File: config.mk
export PLATFORM = sky130hd
export DESIGN_NAME = uart_bus_responder
export DESIGN_NICKNAME = d
export VERILOG_FILES = /design/src/rtl/uart_bus_responder.sv
export SDC_FILE = /design/constraint.sdc
export NUM_CORES = 1
export LEC_CHECK = 0
export ABC_AREA = 1
export BUFFER_PORTS_ARGS = -buffer_cell sky130_fd_sc_hd__buf_4
export CAP_MARGIN = 20
export CELL_PAD_IN_SITES_DETAIL_PLACEMENT = 1
export CELL_PAD_IN_SITES_GLOBAL_PLACEMENT = 2
export CORE_MARGIN = 2
export CORE_UTILIZATION = 29
export DETAILED_ROUTE_END_ITERATION = 10
export PLACE_DENSITY = 0.76
export RECOVER_POWER = 100
export SLEW_MARGIN = 20
export SYNTH_ARGS = -nofsm -noshare
export SYNTH_HDL_FRONTEND = slang
export SYNTH_SLANG_ARGS = --single-unit
File: constraint.sdc
create_clock -name clk -period 2.1 [get_ports clk]
set_clock_uncertainty 0.15 [all_clocks]
set_input_delay 0.105 -clock clk [delete_from_list [all_inputs] [get_ports clk]]
set_output_delay 0.105 -clock clk [all_outputs]
set_load 0.1 [all_outputs]
File: src/rtl/uart_bus_responder.sv
// rtl/uart_bus_responder.sv - CPU bus register window bridging to a UART byte handshake
module uart_bus_responder #(
    parameter logic [15:0] BASE_ADDR = 16'hC000,
    parameter int          RX_DEPTH  = 4
) (
    input  logic        clk,
    input  logic        reset,
    input  logic [15:0] address,
    input  logic        cpuAccess,
    input  logic        readNotWrite,
    input  logic [7:0]  dataBusIn,
    output logic [7:0]  dataBusOut,
    output logic        interruptRequest,
    output logic [7:0]  txdata,
    output logic        txclk,
    input  logic        txready,
    input  logic [7:0]  rxdata,
    output logic        rxclk,
    input  logic        rxready
);

    localparam int PTR_W = $clog2(RX_DEPTH);
    localparam int CNT_W = PTR_W + 1;
    localparam logic [CNT_W-1:0] FULL_CNT = CNT_W'(RX_DEPTH);

    localparam logic [1:0] OFF_DATA   = 2'd0;
    localparam logic [1:0] OFF_STATUS = 2'd1;
    localparam logic [1:0] OFF_CTRL   = 2'd2;

    typedef enum logic [1:0] {
        TX_IDLE,
        TX_HOLD,
        TX_STROBE,
        TX_WAIT
    } tx_state_t;

    typedef enum logic [1:0] {
        RX_IDLE,
        RX_ACK,
        RX_WAIT
    } rx_state_t;

    tx_state_t tx_state, tx_next;
    rx_state_t rx_state, rx_next;

    logic [7:0]       fifo_mem [RX_DEPTH];
    logic [PTR_W-1:0] wr_ptr, rd_ptr;
    logic [CNT_W-1:0] count;

    logic [1:0] ctrl;
    logic       tx_lost;

    logic       hit, rd_hit, wr_hit;
    logic [1:0] offset;
    logic       rd_data, rd_status, wr_data, wr_ctrl;
    logic       rx_not_empty, rx_full, tx_idle, irq_pending;
    logic       fifo_push, fifo_pop;
    logic       tx_load, tx_drop;
    logic [7:0] status_value;
    logic [7:0] read_value;

    // Register window decode; anything outside the window is invisible to this block
    always_comb begin
        hit       = cpuAccess && (address[15:2] == BASE_ADDR[15:2]);
        offset    = address[1:0];
        rd_hit    = hit && readNotWrite;
        wr_hit    = hit && !readNotWrite;
        rd_data   = rd_hit && (offset == OFF_DATA);
        rd_status = rd_hit && (offset == OFF_STATUS);
        wr_data   = wr_hit && (offset == OFF_DATA);
        wr_ctrl   = wr_hit && (offset == OFF_CTRL);
    end

    // Status flags and the combinational interrupt term
    always_comb begin
        rx_not_empty = (count != '0);
        rx_full      = (count == FULL_CNT);
        tx_idle      = (tx_state == TX_IDLE);
        irq_pending  = (ctrl[0] && rx_not_empty) || (ctrl[1] && tx_idle);
        status_value = {3'b000, irq_pending, tx_lost, tx_idle, rx_full, rx_not_empty};
        fifo_pop     = rd_data && rx_not_empty;
        tx_drop      = wr_data && !tx_idle;
    end

    // TX state register, registered load strobe and the held transmit byte
    always_ff @(posedge clk) begin
        if (reset) begin
            tx_state <= TX_IDLE;
            txclk    <= 1'b0;
            txdata   <= 8'h00;
        end else begin
            tx_state <= tx_next;
            txclk    <= (tx_next == TX_STROBE);
            if (tx_load) begin
                txdata <= dataBusIn;
            end
        end
    end

    // TX next state: hold the byte until the transmitter is ready, strobe once, then wait for it to go busy
    always_comb begin
        tx_next = tx_state;
        tx_load = 1'b0;
        case (tx_state)
            TX_IDLE: begin
                if (wr_data) begin
                    tx_next = TX_HOLD;
                    tx_load = 1'b1;
                end
            end
            TX_HOLD: begin
                if (txready) begin
                    tx_next = TX_STROBE;
                end
            end
            TX_STROBE: begin
                tx_next = TX_WAIT;
            end
            TX_WAIT: begin
                if (!txready) begin
                    tx_next = TX_IDLE;
                end
            end
            default: begin
                tx_next = TX_IDLE;
            end
        endcase
    end

    // RX state register and registered acknowledge strobe
    always_ff @(posedge clk) begin
        if (reset) begin
            rx_state <= RX_IDLE;
            rxclk    <= 1'b0;
        end else begin
            rx_state <= rx_next;
            rxclk    <= (rx_next == RX_ACK);
        end
    end

    // RX next state: capture only when there is room, so a full FIFO back-pressures the receiver
    always_comb begin
        rx_next   = rx_state;
        fifo_push = 1'b0;
        case (rx_state)
            RX_IDLE: begin
                if (rxready && !rx_full) begin
                    fifo_push = 1'b1;
                    rx_next   = RX_ACK;
                end
            end
            RX_ACK: begin
                rx_next = RX_WAIT;
            end
            RX_WAIT: begin
                if (!rxready) begin
                    rx_next = RX_IDLE;
                end
            end
            default: begin
                rx_next = RX_IDLE;
            end
        endcase
    end

    // FIFO storage; contents need no reset because the count gates every read
    always_ff @(posedge clk) begin
        if (fifo_push) begin
            fifo_mem[wr_ptr] <= rxdata;
        end
    end

    // FIFO pointers and occupancy; push and pop on the same edge leave the count unchanged
    always_ff @(posedge clk) begin
        if (reset) begin
            wr_ptr <= '0;
            rd_ptr <= '0;
            count  <= '0;
        end else begin
            if (fifo_push) begin
                wr_ptr <= wr_ptr + PTR_W'(1);
            end
            if (fifo_pop) begin
                rd_ptr <= rd_ptr + PTR_W'(1);
            end
            case ({fifo_push, fifo_pop})
                2'b10:   count <= count + CNT_W'(1);
                2'b01:   count <= count - CNT_W'(1);
                default: count <= count;
            endcase
        end
    end

    // Read data selection; reserved offset and empty DATA reads return zero
    always_comb begin
        read_value = 8'h00;
        case (offset)
            OFF_DATA: begin
                if (rx_not_empty) begin
                    read_value = fifo_mem[rd_ptr];
                end
            end
            OFF_STATUS: begin
                read_value = status_value;
            end
            OFF_CTRL: begin
                read_value = {6'b000000, ctrl};
            end
            default: begin
                read_value = 8'h00;
            end
        endcase
    end

    // CPU-visible registers: control, sticky lost flag, read data and interrupt line
    always_ff @(posedge clk) begin
        if (reset) begin
            ctrl             <= 2'b00;
            tx_lost          <= 1'b0;
            dataBusOut       <= 8'h00;
            interruptRequest <= 1'b0;
        end else begin
            interruptRequest <= irq_pending;
            if (wr_ctrl) begin
                ctrl <= dataBusIn[1:0];
            end
            if (tx_drop) begin
                tx_lost <= 1'b1;
            end else if (rd_status) begin
                tx_lost <= 1'b0;
            end
            if (rd_hit) begin
                dataBusOut <= read_value;
            end
        end
    end

endmodule

==> results of run 1 <==
==> where the power goes <==
group	leakage, nW	internal, mW	switching (mW)	total [mW]
combinational	0.997	0.116	0.150	0.266
sequential	0.575	1.41	0.0129	1.42
clock	0.106	0.671	0.499	1.17
==> what timing repair did <==
item | 4_1_cts | 5_1_grt
hold endpoints to repair | 58 | 0
resized for setup | 0 | 8
hold buffers | 21 | 0
buffers inserted | 0 | 0
endpoints found under the setup margin | 0 | 1
==> cell families (layout without fill, tap and decap cells) <==
| family | after synthesis | in the layout |
|---|---|---|
| flip-flops | 67 | 67 |
| AO/OA/AOI/OAI | 38 | 38 |
| XOR/XNOR | 1 | 1 |
| AND/OR/NAND/NOR | 177 | 177 |
| buffers and inverters | 56 | 153 |
| adder cells (fa/ha/maj) | 6 | 6 |
==> registers in the layout, indices dropped and copies added (netlist names), named ones only <==
register	flops
tx_state	2
dataBusOut	8
rxclk	1
ctrl	2
interruptRequest	1
txclk	1
count	3
rd_ptr	2
fifo_mem	32
txdata	8
wr_ptr	2
rx_state	2
tx_lost	1
==> routing by layer <==
layer	part of all wire (%)	vias up
met5	0	-
met4	1.2	0
met3	3.8	6
met2	49	36
met1	46	1203
li1	-	1298
==> layout make-up <==
| type | count | area (sq um) |
|---|---|---|
| multi-input cells | 222 | 1100 |
| clock buffers | 10 | 128 |
| well taps | 133 | 166 |
| flip-flops and latches | 67 | 1660 |
| fillers | 1171 | 5900 |
| inverters | 46 | 173 |
| clock inverters | 6 | 90.1 |
| repair buffers | 91 | 641 |
==> final timing paths <==
path | slack, ns | endpoint
worst max register to register | 0.15 | count[1]
worst min-delay path | 0.05 | tx_lost
worst min register to register | 0.32 | dataBusOut[2]
worst max-delay path | 0.15 | count[1]
==> layout by cell type (no fill, tap or decap), drive strengths merged <==
cell         count
and3             1
dfxtp           35
a211oi           1
a21oi           16
fa               1
buf             38
nand4           10
edfxtp          32
nand2           71
or2              1
nor2            70
nand3           20
inv             46
clkinvlp         1
ha               5
o21ai           17
xnor2            1
o22ai            3
clkbuf          42
clkinv           3
dlygate4sd3     21
nor3             4
a22oi            1
bufinv           2
==> per-stage QoR <==
step	utilization [%]	cell area [sq um]	hold slack, ns
floorplan	-	2980	0.0539
global placement	36.7	3620	0.156
detailed placement	36.7	3620	0.158
CTS	41.0	4050	0.0305
global route	40.2	3960	0.0730
finish	40.2	3960	0.0464
==> worst max-delay path, delay by kind of cell, from the launching register on <==
kind                       cells  cell delay, ns
AOI/OAI and AO/OA              1            0.12
adders and majority gates      2            0.68
buffers and inverters          2            0.14
DFF                            1            0.35
and+or+nand+nor                5            0.39
==> results.md, run 1 <==
* Status: finished clean
* Detailed Route Iter0 Violations at 89
* Multiplexer area fraction after synthesis at 0%
* CP max-delay cell: fa_2
* Slew @ Worst Pin at 1.17 ns
* Setup crit end kind: flop
* Avg WL per Cell at 12.8 um
* I/O Buffers at 56
* Core area at 9860 sq um
* Clk_lat worst skew at 0.34 ns
* CP Launch Point: count[1]
* # DRC at 0
* Post-synth EDFFs at 32
* Clock-pin transition on the worst setup and hold timing paths at 0.07 ns
* Ant. Diodes at 0
* Largest family of logic cells by synthesized area: simple AND/OR/NAND/NOR gates
* CP peak stage delay at 0.53 ns
* DR pass1 iterations at 4
* Post-DP HPWL at 5.38 mm
* CTS buffer count at 9
* Met1 Resource Use GR at 17.5%
* Yosys reg bits at 67
* Die area at 11100 sq um
* Worst Slack Setup Final at 0.154 ns
* Worst Setup Start Kind: flop
* Post-DRT Antenna Nets at 0
* Clock root buffer: clkbuf_8
* DR vias at 2543
* Largest fanout on the critical path at 3
* Area contributors post-synth: edfxtp_1 32%, dfxtp_1 24%, nand2_1 9.0%
* Layout cells sized above 1 at 19.7%
* Reg2reg path depth at 10
* First-pass GRT wire length at 12.4 mm
* Place WS at -0.0307 ns
* Leak Pwr at 1.68 nW
* Post-route setup TNS at 0 ns
* Vias per cell at 4.42
* Final min period at 1.95 ns
* FP Rows at 36
* Yosys cell types at 29
* Sequential-to-total area share from yosys stat at 55.8%
* PD cells at 721 nW/um^2
* Async SR Flop Fraction at 0%
* Gr ovfl total at 0
* Routing usage on met3 at 3.59%
* Critical setup path kind: flop to flop
* Gpl congestion at 0.721
* Final Hold Viols at 0
* F_max at 0.514 GHz
* GR Util met2 at 24.0%
* RSZ-0062 raised after global routing: no
* Layout Cells excl Fill at 575
* Main flop type after synthesis: dfxtp_1
* Power, Total at 2.86 mW
* Worst-case clock buffer depth at 2
* Compound-Gate Fraction of Synth Area at 6.81%
* Vias in the first global route at 2619
* Slew Limit Fails at 0
* Max_cap viols at 0
* Cells on Worst Hold Path at 4
* Final Setup Violations at 0
* CTS tree: yes
* Synth Area in Simple Gates at 26.8%
* Total wire length at 7.37 mm
* Crit path cell chain: inv_2 > nand3_2 > nand2_2 > nor2_8 > ha_1 > inv_1 > fa_2 > nor2_1 > a21oi_1 > nor2_1
* Reg2reg start: count[1]
* Post-synth top area cell: edfxtp_1
* Worst slew margin at 22.2%
* Top cells by count, synth: 71 x nand2_1, 65 x nor2_1, 45 x inv_1
* Worst hold path type: input port to flop
* Mapped Avg Cell Area at 8.63 sq um
* CP most frequent cell: nor2_1
* H-tree depth at 3
* Count leader, synth: nand2_1
* HP Start: address[0]
* Sink Count at 67
* Net Count, Synth at 389
* Synth Area in Adders at 2.77%
* Gr busiest metal: met2
* Worst EP arrival at 2.02 ns
* Post-Synth XOR/XNOR Area at 0.294%
* Area grow syn2layout at 33.2%
* Ports at 57
* Post-synth top area share at 32.3%
* Worst VDD drop at 0.327 mV
* Die Y at 105 um
* Die Wd at 105 um
* Nets at 481
* Initial Utilization at 30.2%
* Largest net degree at the start of global routing at 19
* Mapped Cells at 345
* CP Data Required Time at 2.17 ns
* Antenna violations before repair at 0
* Fin crit share at 92.7%
* Synth warnings at 0
* Cells after DPL at 538
* Tot GR Track Use at 14.1%
* Mapped cell area at 2980 sq um
Power figures use the tool's default switching activity.
==> run 2: changes to the inputs <==
Settings changed: CORE_UTILIZATION 29 to 36, CTS_BUF_LIST set to sky130_fd_sc_hd__clkbuf_4, PLACE_DENSITY 0.76 to 0.88.
Clock period 2.1 ns to 2.4 ns, I/O delays scaled along.
==> run 2 against run 1 <==
- clock power shrank 43%
- critical path type is now input port to flop
- global-route usage rose by 3.9 points
- sequential share of layout area grew 2.0 points
- core utilization grew 6.3 points
- critical endpoint is now count[2]
- register-to-register slack improved by 0.06 ns
- sequential power shrank 12%
==> results.md, run 2 (same netlist as run 1, synthesis figures left out) <==
* Tot GR Track Use at 17.9%
* Gpl congestion at 0.703
* Setup repair bufs after CTS at 0
* Initial Utilization at 36.6%
* Gr busiest metal: met2
* Commonest non-fill, non-tap cell in the layout: nand2_1
* Sw power at 0.572 mW
* Vias in the first global route at 2615
* Reg2reg start: count[0]
* Largest net degree at the start of global routing at 19
* Reg-to-reg endpoint: count[2]
* Largest regs: fifo_mem x32, dataBusOut x8, txdata x8
* Total wire length at 7.44 mm
* Nets at 479
* Antenna violations before repair at 0
* CP peak stage delay at 0.54 ns
* Post-route setup TNS at 0 ns
* Area grow syn2layout at 27.1%
* Reg2reg path depth at 11
* Clk_lat worst skew at 0.40 ns
* Crit path buf inv count at 3
* Final Hold Viols at 0
* Top delay family on crit path: buffers and inverters
* Gr ovfl total at 0
* Slew Limit Fails at 0
* Ports at 57
* FP Rows at 33
* Critical setup path kind: input port to flop
* GR Util met2 at 31.1%
* Largest fanout on the critical path at 8
* Die Wd at 94.9 um
* Worst-case clock buffer depth at 2
* Avg WL per Cell at 13.7 um
* Setup crit end kind: flop
* Final min period at 2.30 ns
* Die Y at 94.9 um
* Max_cap viols at 0
* Core area at 8130 sq um
* CTS tree: yes
* Hold WS at 0.0461 ns
* # DRC at 0
* DR vias at 2556
* Fin crit share at 96.0%
* Combinational share of power at 10.7%
* CP Depth at 13
* I/O Buffers at 56
* Clock root buffer: clkbuf_4
* Leak Pwr at 1.54 nW
* Reg area at 1660 sq um
* Crit path cell chain: dlygate4sd3_1 > buf_4 > nand3_1 > nor2_4 > nand3_4 > nor2_8 > ha_1 > inv_1 > fa_1 > a21oi_1 > o21ai_0 > o21ai_0 > a21oi_1
* Max reg flops at 32
* Die area at 9010 sq um
* Worst Setup Start Kind: input port
* Internal power at 1.56 mW
* CP Launch Point: cpuAccess
* Most flop-heavy register: fifo_mem
* Met1 Resource Use GR at 21.7%
* Seq pwr share at 58.3%
* Post-DP HPWL at 5.26 mm
* Vias per cell at 4.69
* First-pass GRT wire length at 12.2 mm
* R2r setup slk at 0.21 ns
* Worst setup path endpoint: count[2]
* Multi-input gate area at 1090 sq um
* CP max-delay cell: dlygate4sd3_1
* CTS buffer count at 9
* Clock Power Share at 31.0%
* Layout cells sized above 1 at 13.2%
* F_max at 0.434 GHz
* Post-DRT Antenna Nets at 0
* Net Sw Frac at 26.8%
* Ant. Diodes at 0
* Status: finished clean
* Worst slew margin at 19.4%
* DR pass1 iterations at 6
* Sink Count at 67
* PD cells at 564 nW/um^2
* Routing usage on met3 at 4.55%
* FILL cells at 984
* Final Setup Violations at 0
* Most frequent cells in the layout: 70 x nand2_1, 65 x nor2_1, 45 x inv_1, 35 x dfxtp_1, 34 x clkbuf_1
* CP Data Required Time at 2.54 ns
* Worst hold path type: input port to flop
* HP Start: address[0]
* Clock-pin transition on the worst setup and hold timing paths at 0.11 ns
* H-tree depth at 3
* RSZ-0062 raised after global routing: no
* Detailed Route Iter0 Violations at 54
* Worst VDD drop at 0.293 mV
* Slew @ Worst Pin at 1.21 ns
* Worst EP arrival at 2.45 ns
==> run 2: cell types whose count changed in the layout (fill, tap and decap cells not counted), moves of 2 or more <==
cell,change
clkinvlp_4,+2
clkbuf_8,-9
o21ai_0,+2
inv_6,+2
o21ai_1,-2
clkbuf_2,-20
buf_4,-7
clkbuf_4,+10
bufinv_16,-2
dlygate4sd3_1,+3
clkbuf_1,+21
==> run 2: through the flow <==
step	power (mW)	std cells	setup slack (ns)	util (%)	cell area (sq um)
6_report	2.14	545	0.0969	46.5	3780
5_1_grt	2.24	545	0.00503	46.5	3780
4_1_cts	2.18	545	0.121	48.1	3910
3_5_place_dp	1.48	505	0.149	43.6	3540
3_3_place_gp	1.48	505	0.234	43.6	3540
2_1_floorplan	1.38	345	0.255	-	2980
==> run 2: power groups by stage <==
stage          combinational (mW)  sequential (mW)  clock [mW]
2_1_floorplan              0.0993             1.28           0
3_3_place_gp                0.207             1.27           0
3_5_place_dp                0.213             1.27           0
4_1_cts                     0.245             1.25       0.694
5_1_grt                     0.259             1.25       0.736
6_report                    0.228             1.25       0.662
==> run 2: worst min-delay path by stage <==
stage | end | slack (ns) | depth (start not counted)
after floorplan | fifo_mem[0][0] | 0.07 | 0
after global placement | fifo_mem[2][4] | 0.17 | 1
after detailed placement | fifo_mem[3][3] | 0.17 | 1
after CTS | dataBusOut[0] | 0.07 | 7
after global routing | dataBusOut[5] | 0.04 | 6
final | dataBusOut[5] | 0.05 | 6
==> run 2: area by class of cell <==
type	count	area share [%]
clock buffer	10	1.98
clock inverter	6	1.29
inverter	46	4.56
multi-input combinational	222	28.9
sequential	67	43.9
tap	105	3.47
timing repair buffer	89	15.9
==> run 2: timing repair <==
action / 4_1_cts / 5_1_grt
hold buffers: 24 / 0
resized for setup: 0 / 1
setup endpoints to repair: 0 / 1
endpoints found under the hold margin: 58 / 0
==> run 2: metal layers <==
metal | up-vias | part of all wire [%]
met1 | 1212 | 44
met5 | - | 0
met3 | 6 | 3.7
met4 | 0 | 1.1
met2 | 40 | 51
li1 | 1298 | -
==> run 2: worst min-delay path, cell delays in order <==
cell and delay, ns:
buf_4 0.09, nor2_2 0.05, nand2_2 0.12, nor2_8 0.07
nand2_1 0.06, a21oi_1 0.05
